### src/rtl/digest_reader_if.sv
// Valid/ready stream carrying one working-variable word and its bank address.
interface digest_reader_if #(
  parameter int unsigned WORD_W = 32
) ();
  logic [WORD_W-1:0] out_word;
  logic [3:0]        out_addr;
  logic              out_valid;
  logic              out_ready;

  modport master (
    output out_word,
    output out_addr,
    output out_valid,
    input  out_ready
  );

  modport slave (
    input  out_word,
    input  out_addr,
    input  out_valid,
    output out_ready
  );
endinterface

### src/rtl/digest_reader.sv
// Snapshots working variables A..H on start and streams them out in order with bank addresses 1..8.
module digest_reader #(
  parameter int unsigned WORD_W = 32
) (
  input  logic                 clk,
  input  logic                 rst,
  input  logic                 start,
  input  logic [WORD_W-1:0]    in_A,
  input  logic [WORD_W-1:0]    in_B,
  input  logic [WORD_W-1:0]    in_C,
  input  logic [WORD_W-1:0]    in_D,
  input  logic [WORD_W-1:0]    in_E,
  input  logic [WORD_W-1:0]    in_F,
  input  logic [WORD_W-1:0]    in_G,
  input  logic [WORD_W-1:0]    in_H,
  digest_reader_if.master      bus,
  output logic                 busy,
  output logic                 done
);

  typedef enum logic [1:0] {StIdle, StStream, StDone} state_e;

  state_e            state_q, state_d;
  logic [2:0]        idx_q, idx_d;
  logic [WORD_W-1:0] snap_q [8];
  logic [WORD_W-1:0] snap_d [8];
  logic [WORD_W-1:0] word_q, word_d;
  logic [3:0]        addr_q, addr_d;
  logic              valid_q, valid_d;
  logic              busy_q, busy_d;
  logic              handshake;

  assign handshake = valid_q & bus.out_ready;

  always_ff @(posedge clk or posedge rst) begin
    if (rst) begin
      state_q <= StIdle;
      idx_q   <= 3'd0;
      word_q  <= '0;
      addr_q  <= 4'd0;
      valid_q <= 1'b0;
      busy_q  <= 1'b0;
      for (int i = 0; i < 8; i++) begin
        snap_q[i] <= '0;
      end
    end else begin
      state_q <= state_d;
      idx_q   <= idx_d;
      word_q  <= word_d;
      addr_q  <= addr_d;
      valid_q <= valid_d;
      busy_q  <= busy_d;
      for (int i = 0; i < 8; i++) begin
        snap_q[i] <= snap_d[i];
      end
    end
  end

  always_comb begin
    state_d = state_q;
    idx_d   = idx_q;
    word_d  = word_q;
    addr_d  = addr_q;
    valid_d = valid_q;
    busy_d  = busy_q;
    snap_d  = snap_q;

    unique case (state_q)
      StIdle: begin
        if (start) begin
          snap_d[0] = in_A;
          snap_d[1] = in_B;
          snap_d[2] = in_C;
          snap_d[3] = in_D;
          snap_d[4] = in_E;
          snap_d[5] = in_F;
          snap_d[6] = in_G;
          snap_d[7] = in_H;
          idx_d     = 3'd0;
          word_d    = in_A;
          addr_d    = 4'd1;
          valid_d   = 1'b1;
          busy_d    = 1'b1;
          state_d   = StStream;
        end
      end
      StStream: begin
        if (handshake) begin
          if (idx_q == 3'd7) begin
            word_d  = '0;
            addr_d  = 4'd0;
            valid_d = 1'b0;
            busy_d  = 1'b0;
            state_d = StDone;
          end else begin
            idx_d  = idx_q + 3'd1;
            word_d = snap_q[idx_q + 3'd1];
            // Address is one ahead of the new index: bank encoding starts at A=1.
            addr_d = {1'b0, idx_q} + 4'd2;
          end
        end
      end
      StDone: begin
        state_d = StIdle;
      end
      default: begin
        state_d = StIdle;
      end
    endcase
  end

  assign bus.out_word  = word_q;
  assign bus.out_addr  = addr_q;
  assign bus.out_valid = valid_q;
  assign busy          = busy_q;
  assign done          = (state_q == StDone);

endmodule

### src/flat_wrapper.sv
// flat-port wrapper written by rule: the top's interface ports become plain ports
module digest_reader_flat 
#(
  parameter int unsigned WORD_W = 32
)
  (clk, rst, start, in_A, in_B, in_C, in_D, in_E, in_F, in_G, in_H, busy, done, bus_out_word, bus_out_addr, bus_out_valid, bus_out_ready);
  digest_reader_if #(.WORD_W(WORD_W)) bus_i ();
  input  logic clk;
  input  logic rst;
  input  logic start;
  input  logic [WORD_W-1:0] in_A;
  input  logic [WORD_W-1:0] in_B;
  input  logic [WORD_W-1:0] in_C;
  input  logic [WORD_W-1:0] in_D;
  input  logic [WORD_W-1:0] in_E;
  input  logic [WORD_W-1:0] in_F;
  input  logic [WORD_W-1:0] in_G;
  input  logic [WORD_W-1:0] in_H;
  output logic busy;
  output logic done;
  output wire logic [$bits(bus_i.out_word)-1:0] bus_out_word;
  output wire logic [$bits(bus_i.out_addr)-1:0] bus_out_addr;
  output wire logic [$bits(bus_i.out_valid)-1:0] bus_out_valid;
  input wire logic [$bits(bus_i.out_ready)-1:0] bus_out_ready;
  assign bus_out_word = bus_i.out_word;
  assign bus_out_addr = bus_i.out_addr;
  assign bus_out_valid = bus_i.out_valid;
  assign bus_i.out_ready = bus_out_ready;
  digest_reader #(.WORD_W(WORD_W)) u_core (.clk(clk), .rst(rst), .start(start), .in_A(in_A), .in_B(in_B), .in_C(in_C), .in_D(in_D), .in_E(in_E), .in_F(in_F), .in_G(in_G), .in_H(in_H), .bus(bus_i), .busy(busy), .done(done));
endmodule
### config.mk
export PLATFORM = sky130hd
export DESIGN_NAME = digest_reader_flat
export DESIGN_NICKNAME = d
export VERILOG_FILES = /design/src/rtl/digest_reader_if.sv /design/src/rtl/digest_reader.sv /design/src/flat_wrapper.sv
export SDC_FILE = /design/constraint.sdc
export NUM_CORES = 1
export LEC_CHECK = 0
export ABC_AREA = 1
export BUFFER_PORTS_ARGS = -buffer_cell sky130_fd_sc_hd__buf_2
export CAP_MARGIN = 20
export CORE_MARGIN = 3
export CORE_UTILIZATION = 37
export DETAILED_ROUTE_END_ITERATION = 8
export REMOVE_ABC_BUFFERS = 1
export SYNTH_ARGS = -nofsm -noshare
export SYNTH_HDL_FRONTEND = slang
export SYNTH_SLANG_ARGS = --single-unit
### constraint.sdc
create_clock -name clk -period 21.4 [get_ports clk]
set_input_delay 1.07 -clock clk [delete_from_list [all_inputs] [get_ports clk]]
set_output_delay 1.07 -clock clk [all_outputs]
set_load 0.05 [all_outputs]
# After elaboration in Yosys (flattened, before gate mapping)
# Index checks and enable logic that the tools add are counted.
[classes]
order_cmp = 1
add_sub_neg = 2
muxes = 23
eq_ne = 7
bitwise = 2
reduce_logical = 7
[ops]
columns = ["cell", "n"]
rows = [
  ["32-bit two-way mux", 5],
  ["32-bit binary-select mux with 3-bit select", 1],
  ["32-bit one-hot mux with 2 select lines", 1],
  ["4-bit two-way mux", 3],
  ["3-bit two-way mux", 3],
  ["4-bit one-hot mux with 2 select lines", 1],
  ["4-bit AND reduction", 2],
  ["2-bit two-way mux", 3],
  ["3-bit one-hot mux with 2 select lines", 1],
  ["3-bit AND reduction", 2],
  ["3-bit by 2-bit adder with 4-bit output (second input constant)", 1],
  ["4-bit >= comparator (second input constant)", 1],
  ["2-bit by 1-bit != test with 1-bit output (second input constant)", 2],
  ["2-bit != test (second input constant)", 2],
  ["3-bit NOT with 4-bit output", 1],
  ["2-bit one-hot mux with 2 select lines", 1],
  ["3-bit by 1-bit adder with 3-bit output (second input constant)", 1],
  ["3-bit equality test (second input constant)", 1],
  ["1-bit two-way mux", 3],
  ["2-bit by 1-bit equality test with 1-bit output (second input constant)", 1],
  ["2-bit equality test (second input constant)", 1],
  ["2-bit zero test", 1],
  ["1-bit one-hot mux with 2 select lines", 1],
  ["2-bit AND reduction", 1],
  ["2 further kinds", 2],
]
[word_totals]
ff_bits = 298
in_bits = 260
output_inout_bits = 39
wordCells = 55

# Logic depth before layout (Yosys ltp)
# Gate-level depths: netlist of the first run.
[depth]
ltp_word = 8
depth_mapped = 10
mapped_depth_nobuf = 8

# Worst setup path after synthesis of the first run
# OpenSTA, ideal clock, no wires.
[synth_timing]
path_type = "flip-flop to output port"
startpoint = "register u_core.state_q[1]"
endpoint = "output port done"
arrival_time_ps = 1160
required_time_ps = 20330
setup_slack_ps = 19170
path_buffers = 0
path_stages_with_launch = 3
path_cell_list = "dfrtp_1 > inv_2 > nor2_1"
[synth_between]
elab_chain_cells = 1
[synth_lines]
columns = ["element", "line", "source"]
rows = [
  ["start: declaration", "digest_reader.sv:23", "state_e state_q, state_d;"],
  ["start signal: assignment", "digest_reader.sv:37", "state_q <= StIdle;"],
  ["start signal: assignment", "digest_reader.sv:47", "state_q <= state_d;"],
  ["2-bit equality test", "digest_reader.sv:116", "assign done = (state_q == StDone);"],
  ["end: declaration", "flat_wrapper.sv:20", "output logic done;"],
]
# Every way passes these cells.

# Worst setup path in the final report of the first run
[layout_timing]
startpoint = "input port start"
endpoint = "register u_core.snap_q[107] (netlist name)"
[layout_between]
elab_chain_cells = 1
[layout_lines]
columns = ["element", "line", "source"]
rows = [
  ["start: declaration", "flat_wrapper.sv:10", "input logic start;"],
  ["2-bit AND reduction (no source line)", "-", ""],
  ["end signal: indexed assignment", "digest_reader.sv:54", "snap_q[i] <= snap_d[i];"],
  ["end: declaration", "digest_reader.sv:25", "logic [WORD_W-1:0] snap_q [8];"],
]
# Every way passes these cells.
# A chain may end at the register's enable or synchronous reset.

==> reports/results.ini, run 1 <==
[sta]
worst_pin_slew_ns=1.044
rsz0062_at_grt=false
slew_headroom_pct=30.42
fin_setup_tns_ns=0
skew_ns=0.01265
max_freq_ghz=0.2852
post-route-min-period_ns=3.507
min_period_over_period_pct=16.39
setup_viol=0
slew_viol_final=0
hold_viol=0

[final_layout]
drive_above_1_share_pct=17.77
synthToLayoutAreaGrowth_pct=20.11
finalInstanceArea_sq_um=16920
antennaDiodeCount=0
n_fill_cell=3778
fin_nets=2362

[placement]
portBuffers=298
place_area_sq_um=15810
place_hpwl_mm=25.39
gp_congestion=0.7540

[logic_synthesis]
syn_area_sq_um=14090
synth_xor_area_share_pct=0
synth_top_family_by_area=simple AND/OR/NAND/NOR gates
yosys_register_bits=298
yosysUniqueCellTypes=18
yosys-mux-area-fraction_pct=0
synthCells=1871
synth_fa_ha_area_share_pct=0.2665
avgSynthCellArea_sq_um=7.529
synth_compound_area_share_pct=9.459
yosysWarningCount=0
seq_area_frac_synth_pct=52.94
synth_simple_gate_area_share_pct=27.30

[cts]
cts_buffers=36
tritoncts=yes
cts-root-buf=clkbuf_16
cts_max_path_buffers=3
clk_latency_ns=0.52
post-cts-setup-buffer-count=0
clk_pin_slew_ns=0.06
cts_sinks=298
hold_buffers=0
cts.repair.resized=0
htree_levels=2

[global_route]
grtUsageTotal_pct=20.82
grt_start_max_net_pins=209
antenna_found_initial=0
grt_pass1_wl_mm=67.83
overflow=0
grt_pass1_vias=12490

[worst_setup_path]
r2r_cells=6
critPathArrivalTime_ns=3.85
crit_start=start
required_ns=21.75
r2r-end=u_core.snap_q[107]
endpoint=u_core.snap_q[107]
path_class=input port to flop
reg2reg_from=u_core.state_q[0]
start_kind=input port
cp_max_fo=208
end_kind=flop
r2r_setup_slack_ns=17.99

[outcome]
status=finished, final reports clean

[route]
via_count=12540
drc=0
ant_nets=0
drt_iter0_drc=874
wl_per_cell_microns=16.22
wl_mm=42.59
drt_first_pass_iters=5
viasPerCell=4.776

[power]
power.density_nw_per_um2=168.1
ir_worst_vdd_mv=0.1484
leakagePower_uw=0.008837

[floorplanning]
rows=70
dieArea_sq_um=40450
chipWidth_microns=201.1
dieHeight_microns=201.1
start_util_pct=38.02
ios=299
core_area_sq_um=37050

[min_path]
min_path_type=flop to flop

[flow_run]
cap_violations=0

## report_power, final
| group | switching, uW | internal (uW) | leakage (uW) | total, uW |
|---|---|---|---|---|
| clock | 230 | 347 | 0.000552 | 577 |
| combinational | 898 | 395 | 0.00472 | 1290 |
| sequential | 128 | 845 | 0.00356 | 973 |
| total | 1260 | 1590 | 0.00884 | 2840 |
## worst max-delay path, stage by stage
cell     delay (ns)
buf_2          0.10
nand3_4        0.10
inv_8          0.61
buf_4          0.75
buf_4          0.88
o21ai_0        0.20
## cell type report
class | count | area [sq um] | share of cell area (%)
sequential | 298 | 7461 | 44.10
clock inverter | 5 | 25.02 | 0.1479
tap | 504 | 630.6 | 3.727
clock buffer | 56 | 1087 | 6.426
timing repair buffer | 310 | 1582 | 9.347
multi-input combinational | 1219 | 5239 | 30.96
inverter | 234 | 895.9 | 5.295
## cell usage after synthesis
cell / instances / area share [%]
nand3_1: 194 / 6.9
nand2_1: 655 / 17
buf_4: 3 / 0.16
inv_1: 230 / 6.1
ha_1: 3 / 0.27
inv_2: 4 / 0.11
o21ai_4: 1 / 0.12
dfrtp_1: 298 / 53
clkbuf_1: 57 / 1.5
nand3_4: 1 / 0.12
o21ai_0: 226 / 8.0
nor2_8: 1 / 0.14
buf_6: 3 / 0.24
buf_1: 16 / 0.43
o21ai_1: 3 / 0.11
buf_2: 41 / 1.5
nor2_1: 101 / 2.7
a21oi_1: 34 / 1.2
## stage by stage
stage          total power [uW]  hold WS (ns)  instances  setup slack, ns  utilization (%)
5_1_grt                    3088        0.4891       2626            17.58            45.67
6_report                   2844        0.4720       2626            17.89            45.67
3_5_place_dp               2283        0.4600       2565            17.32            42.67
2_1_floorplan              1888        0.4492       1751            12.10                -
3_3_place_gp               2255        0.4620       2565            17.44            42.67
4_1_cts                    2874        0.4762       2626            17.86            45.67
## layer usage
metal	part of all wire [%]	vias up	routed length (microns)	track usage [%]
met5	0	-	0	0
met4	1.6	0	676	4.266
met3	6.3	44	2704	3.705
met2	46	350	19730	34.09
met1	46	5923	19480	29.20
li1	-	6224	-	-
## registers in the layout, indices dropped and copies added (netlist names)
name	cells
u_core.idx_q	3
u_core.state_q	2
u_core.bus.out_word	32
u_core.snap_q	256
u_core.bus.out_addr	4
u_core.bus.out_valid	1
## cell families after synthesis
family / after synthesis
buffers and inverters: 354
and+or+nand+nor: 952
adders and majority gates: 3
AOI/OAI and AO/OA: 264
DFF: 298
## worst min path at each step
stage	end	start	slack, ns	cells after the start
final	u_core.bus.out_addr[3]	u_core.bus.out_addr[3]	0.47	2
after global routing	u_core.snap_q[221]	u_core.snap_q[221]	0.49	2
after CTS	u_core.bus.out_addr[3]	u_core.bus.out_addr[3]	0.48	2
after detailed placement	u_core.bus.out_addr[3]	u_core.bus.out_addr[3]	0.46	2
after global placement	u_core.snap_q[215]	u_core.snap_q[215]	0.46	2
after floorplan	u_core.snap_q[192]	u_core.snap_q[192]	0.45	2
## placed cells by master, fill, tap and decap left out, types with 2 or more instances in the layout
cell type / instances
inv_2: 6
nand2_1: 655
inv_8: 2
inv_1: 225
buf_4: 12
clkbuf_8: 9
o21ai_0: 226
clkinv_2: 5
nand3_1: 194
a21oi_1: 34
clkbuf_1: 10
clkbuf_16: 37
o21ai_1: 3
nor2_1: 100
dfrtp_1: 297
buf_2: 298
(Power assumes the default switching activity.)
==> run 2: changes to the inputs <==
- clock period: 21.4 -> 3.1 ns (I/O delays scaled with it)
==> reports/results.ini, run 2 (synthesis results as in run 1) <==
[sta]
worst_pin_slew_ns=0.9400  ; -0.1037 ns
fin_setup_tns_ns=0  ; unchanged
hold_slack_ns=0.06089  ; -0.4111 ns
setup_ws_ns=0.9857  ; -16.91 ns
skew_ns=0.008753  ; -0.003893 ns
slew_headroom_pct=37.24  ; +6.8 points
setup_viol=0  ; unchanged
rsz0062_at_grt=false
hold_viol=0  ; unchanged
post-route-min-period_ns=2.114
slew_viol_final=0  ; unchanged
min_period_over_period_pct=68.20
max_freq_ghz=0.4730

[global_route]
grt_pass1_vias=14040  ; +12%
grtUsageTotal_pct=23.13  ; +2.3 points
grt_pass1_wl_mm=75.80  ; +12%
overflow=0  ; unchanged
antenna_found_initial=1  ; +1
grt_start_max_net_pins=104  ; -50%

[worst_setup_path]
required_ns=3.50  ; -18.25 ns
end_kind=flop
r2r-end=u_core.bus.out_word[29]
r2r_setup_slack_ns=0.99  ; -17.00 ns
path_buf_inv=1  ; -3
crit_path_cell_trace=ha_4, ha_2, inv_2, nand3_1, nand3_1, a21oi_1
reg2reg_from=u_core.idx_q[0]
crit_top_cell=nand3_1
r2r_cells=6  ; unchanged
cp_slowest_cell=inv_2
critPathArrivalTime_ns=2.51  ; -1.34 ns
path_class=flop to flop
cp_max_fo=33  ; -84%
cp_top_family=buffers and inverters
start_kind=flop
slowest_delay_ns=0.68  ; -0.20 ns

[power]
intPower_uw=11430  ; +620%
p_comb_share_pct=46.8  ; +1.3 points
power_uw=20250  ; +610%
p_clk_share_pct=20.7  ; +0.4 points
power.density_nw_per_um2=1024  ; +510%
p_switching_uw=8823  ; +600%
leakagePower_uw=0.01005  ; +14%
p_seq_share_pct=32.5  ; -1.7 points
swShare_pct=43.56  ; -0.64 points
ir_worst_vdd_mv=0.7075  ; +380%

[final_layout]
fin_cells=2902  ; +11%
synthToLayoutAreaGrowth_pct=40.41
fin_nets=2636  ; +12%
top_register=u_core.snap_q
mostFrequentLayoutCell=nand2_1
n_fill_cell=3447  ; -8.8%
antennaDiodeCount=0  ; unchanged
drive_above_1_share_pct=16.47  ; -1.3 points
largest_register_ffs=256  ; unchanged
final_cell_mix=nand2_1 (655), buf_2 (298), dfrtp_1 (297)

[floorplanning]
start_util_pct=38.02  ; unchanged
chipWidth_microns=201.1  ; unchanged
rows=70  ; unchanged
dieHeight_microns=201.1  ; unchanged
ios=299  ; unchanged
core_area_sq_um=37050  ; unchanged
dieArea_sq_um=40450  ; unchanged

[placement]
pre_cts_ws_ns=0.9895  ; -16.33 ns
portBuffers=298  ; unchanged
place_inst=2581  ; +0.62%
place_hpwl_mm=27.17  ; +7.0%
gp_congestion=0.7659  ; +1.6%

[outcome]
status=finished, final reports clean

[cts]
clk_pin_slew_ns=0.06  ; about the same
cts_buffers=37  ; +2.8%
clk_latency_ns=0.52  ; about the same
cts.repair.resized=0  ; unchanged
cts_max_path_buffers=3  ; unchanged
cts_sinks=298  ; unchanged
htree_levels=2  ; unchanged
tritoncts=yes
cts-root-buf=clkbuf_16

[route]
via_count=13830  ; +10%
drc=0  ; unchanged
drt_iter0_drc=981  ; +12%
drt_first_pass_iters=5  ; unchanged
wl_mm=46.96  ; +10%
ant_nets=0  ; unchanged
viasPerCell=4.764  ; -0.25%
wl_per_cell_microns=16.18  ; -0.23%

[min_path]
holdCritStartpoint=bus_out_ready
hold_end=u_core.state_q[0]
hold_depth=4  ; +2
min_path_type=input port to flop

[flow_run]
cap_violations=0  ; unchanged

==> run 2: cell count changes in the layout (fill, tap and decap cells not counted), sizes merged <==
cell and change:
clkinvlp +1, clkinv -1, clkbuf +1, dlygate4sd3 +257, buf +16, inv +1
bufinv +1
==> run 2: area by class of cell <==
type	count	area [sq um]	share of cell area, %
flip-flops and latches	298	7461	37.72
multi-input cells	1219	5239	26.48
repair buffers	583	4374	22.11
clock buffers	57	1114	5.630
inverters	234	895.9	4.529
well taps	504	630.6	3.188
clock inverters	7	66.31	0.3353
==> run 2: how the worst max path moves through the flow <==
stage                          from                 endpoint  slack (ns)  cells after the start
floorplan                       rst   u_core.bus.out_addr[0]       -5.29                      1
global placement    u_core.idx_q[0]  u_core.bus.out_word[22]        1.08                      6
detailed placement  u_core.idx_q[0]  u_core.bus.out_word[29]        0.99                      6
CTS                 u_core.idx_q[0]  u_core.bus.out_word[29]        0.99                      6
global route        u_core.idx_q[0]  u_core.bus.out_word[11]        0.89                      6
finish              u_core.idx_q[0]  u_core.bus.out_word[29]        0.99                      6
==> run 2: through the flow <==
step	utilization (%)	cell area, sq um
finish	53.39	19780
global route	53.39	19780
CTS	53.39	19780
detailed placement	43.26	16030
global placement	43.26	16030
floorplan	-	13550
==> run 2: worst register-to-register path: stages, from the launching register on <==
cell and delay, ns:
dfrtp_4 0.51, ha_4 0.17, ha_2 0.26, inv_2 0.68
nand3_1 0.17, nand3_1 0.12, a21oi_1 0.08
==> run 2: per-layer routing <==
layer  vias to the layer above  global-route usage, %  share of wire (%)
li1                       6779                      -                  -
met1                      6495                  31.05                 44
met2                       455                  38.49                 47
met3                        96                  3.883                6.4
met4                         0                  7.177                2.9
met5                         -                      0                  0
==> run 2: timing repair <==
| item | in CTS | in global routing |
|---|---|---|
| buffers inserted | 0 | 0 |
| hold endpoints to repair | 321 | 0 |
| hold buffers | 257 | 0 |
==> run 2: power groups by stage <==
stage          Sequential, uW  Combinational [uW]  Clock (uW)
3_5_place_dp             6640                9280           0
3_3_place_gp             6590                9070           0
5_1_grt                  6790               10700        4440
2_1_floorplan            7470                5560           0
6_report                 6590                9470        4190
4_1_cts                  6600                9580        4290
==> run 3: changes to the inputs <==
- clock period: 3.1 -> 2.2 ns (I/O delays scaled with it)
==> reports/results.ini, run 3 (synthesis results as in run 1) <==
[cts]
post-cts-setup-buffer-count=0  ; unchanged
cts.repair.resized=0  ; unchanged
htree_levels=2  ; unchanged
cts_buffers=35  ; -5.4%
tritoncts=yes
cts-root-buf=clkbuf_16
cts_sinks=298  ; unchanged
clk_pin_slew_ns=0.06  ; about the same
hold_buffers=257  ; unchanged
clk_latency_ns=0.51  ; about the same
cts_max_path_buffers=3  ; unchanged

[sta]
skew_ns=0.01040  ; +0.001652 ns
slew_viol_final=0  ; unchanged
rsz0062_at_grt=false
setup_viol=0  ; unchanged
setup_ws_ns=0.3651  ; -0.6206 ns
worst_pin_slew_ns=0.9458  ; +0.005819 ns
max_freq_ghz=0.5450  ; +15%
fin_setup_tns_ns=0  ; unchanged
hold_viol=0  ; unchanged
slew_headroom_pct=36.85  ; -0.39 points
min_period_over_period_pct=83.41  ; +15 points
post-route-min-period_ns=1.835  ; -0.2794 ns

[power]
swShare_pct=42.98  ; -0.59 points
leakagePower_uw=0.01012  ; +0.70%
p_clk_share_pct=20.1  ; -0.6 points
p_seq_share_pct=32.2  ; -0.3 points
p_comb_share_pct=47.7  ; +0.9 points
power.density_nw_per_um2=1449  ; +41%
p_switching_uw=12410  ; +41%
power_uw=28880  ; +43%
intPower_uw=16470  ; +44%
ir_worst_vdd_mv=0.8216  ; +16%

[worst_setup_path]
critPathArrivalTime_ns=2.24  ; -0.27 ns
path_class=flop to flop
required_ns=2.61  ; -0.89 ns
start_kind=flop
cp_slowest_cell=dfrtp_4
crit_path_cell_trace=ha_4, ha_2, nor2_4, buf_4, nand2_1, o21ai_0
slowest_delay_ns=0.52  ; -0.16 ns
end_kind=flop
cp_max_fo=10  ; -70%
r2r_cells=6  ; unchanged

[global_route]
overflow=0  ; unchanged
grt_start_max_net_pins=90  ; -13%
grt_pass1_vias=14320  ; +2.0%
grtUsageTotal_pct=22.99  ; -0.14 points
grt_pass1_wl_mm=75.57  ; -0.31%
antenna_found_initial=1  ; unchanged

[final_layout]
final_cell_mix=nand2_1 (655), buf_2 (298), dfrtp_1 (297)
fin_nets=2644  ; +0.30%
synthToLayoutAreaGrowth_pct=41.48
drive_above_1_share_pct=16.81  ; +0.34 points
antennaDiodeCount=0  ; unchanged
top_register=u_core.snap_q
mostFrequentLayoutCell=nand2_1
finalInstanceArea_sq_um=19930  ; +0.76%
largest_register_ffs=256  ; unchanged
fin_cells=2907  ; +0.17%

[floorplanning]
core_area_sq_um=37050  ; unchanged
rows=70  ; unchanged
dieHeight_microns=201.1  ; unchanged
ios=299  ; unchanged
start_util_pct=38.02  ; unchanged
chipWidth_microns=201.1  ; unchanged
dieArea_sq_um=40450  ; unchanged

[placement]
place_area_sq_um=16220  ; +1.2%
portBuffers=298  ; unchanged
place_hpwl_mm=27.80  ; +2.3%
pre_cts_ws_ns=0.3602  ; -0.6293 ns
place_inst=2591  ; +0.39%
gp_congestion=0.7862  ; +2.7%

[route]
drt_first_pass_iters=5  ; unchanged
wl_per_cell_microns=16.04  ; -0.88%
drt_iter0_drc=950  ; -3.2%
viasPerCell=4.757  ; -0.14%
ant_nets=0  ; unchanged
wl_mm=46.62  ; -0.71%
via_count=13830  ; +0.036%
drc=0  ; unchanged

[min_path]
min_path_type=input port to flop
hold_depth=4  ; unchanged

[outcome]
status=finished, final reports clean

[flow_run]
cap_violations=0  ; unchanged

[run 3: changes by cell type in the layout (fill, tap and decap cells not counted), sizes merged]
cell | previous run | this run
buf | 326 | 336
clkinvlp | 1 | 2
bufinv | 1 | 3
clkinv | 4 | 6
inv | 235 | 234
clkbuf | 57 | 48
[run 3: power by group through the flow]
stage	clock, uW	sequential [uW]	combinational (uW)
4_1_cts	5980	9280	13900
6_report	5810	9290	13800
3_5_place_dp	0	9350	13500
5_1_grt	6170	9560	15600
3_3_place_gp	0	9300	13200
2_1_floorplan	0	10500	7840
[run 3: routing by layer]
layer	wire, microns	vias to the layer above	global-route usage (%)
met5	13	-	0
met4	1390	2	7.428
met3	2949	93	3.948
met2	21910	431	38.33
met1	20360	6517	30.65
li1	-	6787	-
[run 3: final cells by class]
cell class              count  area (sq um)
fillers                  3460         17120
repair buffers            593          4562
multi-input cells        1219          5239
well taps                 504         630.6
clock buffers              48          1007
flip-flops and latches    298          7461
inverters                 234         895.9
clock inverters            11         135.1
[run 3: final timing paths]
path	from	endpoint	slack (ns)
setup / recovery	u_core.idx_q[0]	u_core.bus.out_addr[1]	0.37
hold / removal	bus_out_ready	u_core.state_q[0]	0.04
setup reg to reg	u_core.idx_q[0]	u_core.bus.out_addr[1]	0.37
hold reg to reg	u_core.snap_q[222]	u_core.snap_q[222]	0.48
max in group asynchronous	rst	u_core.snap_q[214]	1.21
min in group asynchronous	rst	u_core.snap_q[106]	0.22
[run 3: worst max-delay path, delay by kind of cell (launching register included)]
kind | cells | cell delay (ns)
and+or+nand+nor | 2 | 0.38
AOI/OAI and AO/OA | 1 | 0.21
DFF | 1 | 0.52
adders and majority gates | 2 | 0.36
buffers and inverters | 1 | 0.27
[run 3: metrics by stage]
stage / util [%] / hold slack [ns]
6_report: 53.80 / 0.04118
3_5_place_dp: 43.77 / 0.2357
3_3_place_gp: 43.77 / 0.2233
4_1_cts: 53.80 / 0.004033
2_1_floorplan: - / 0.2196
5_1_grt: 53.80 / 0.05446
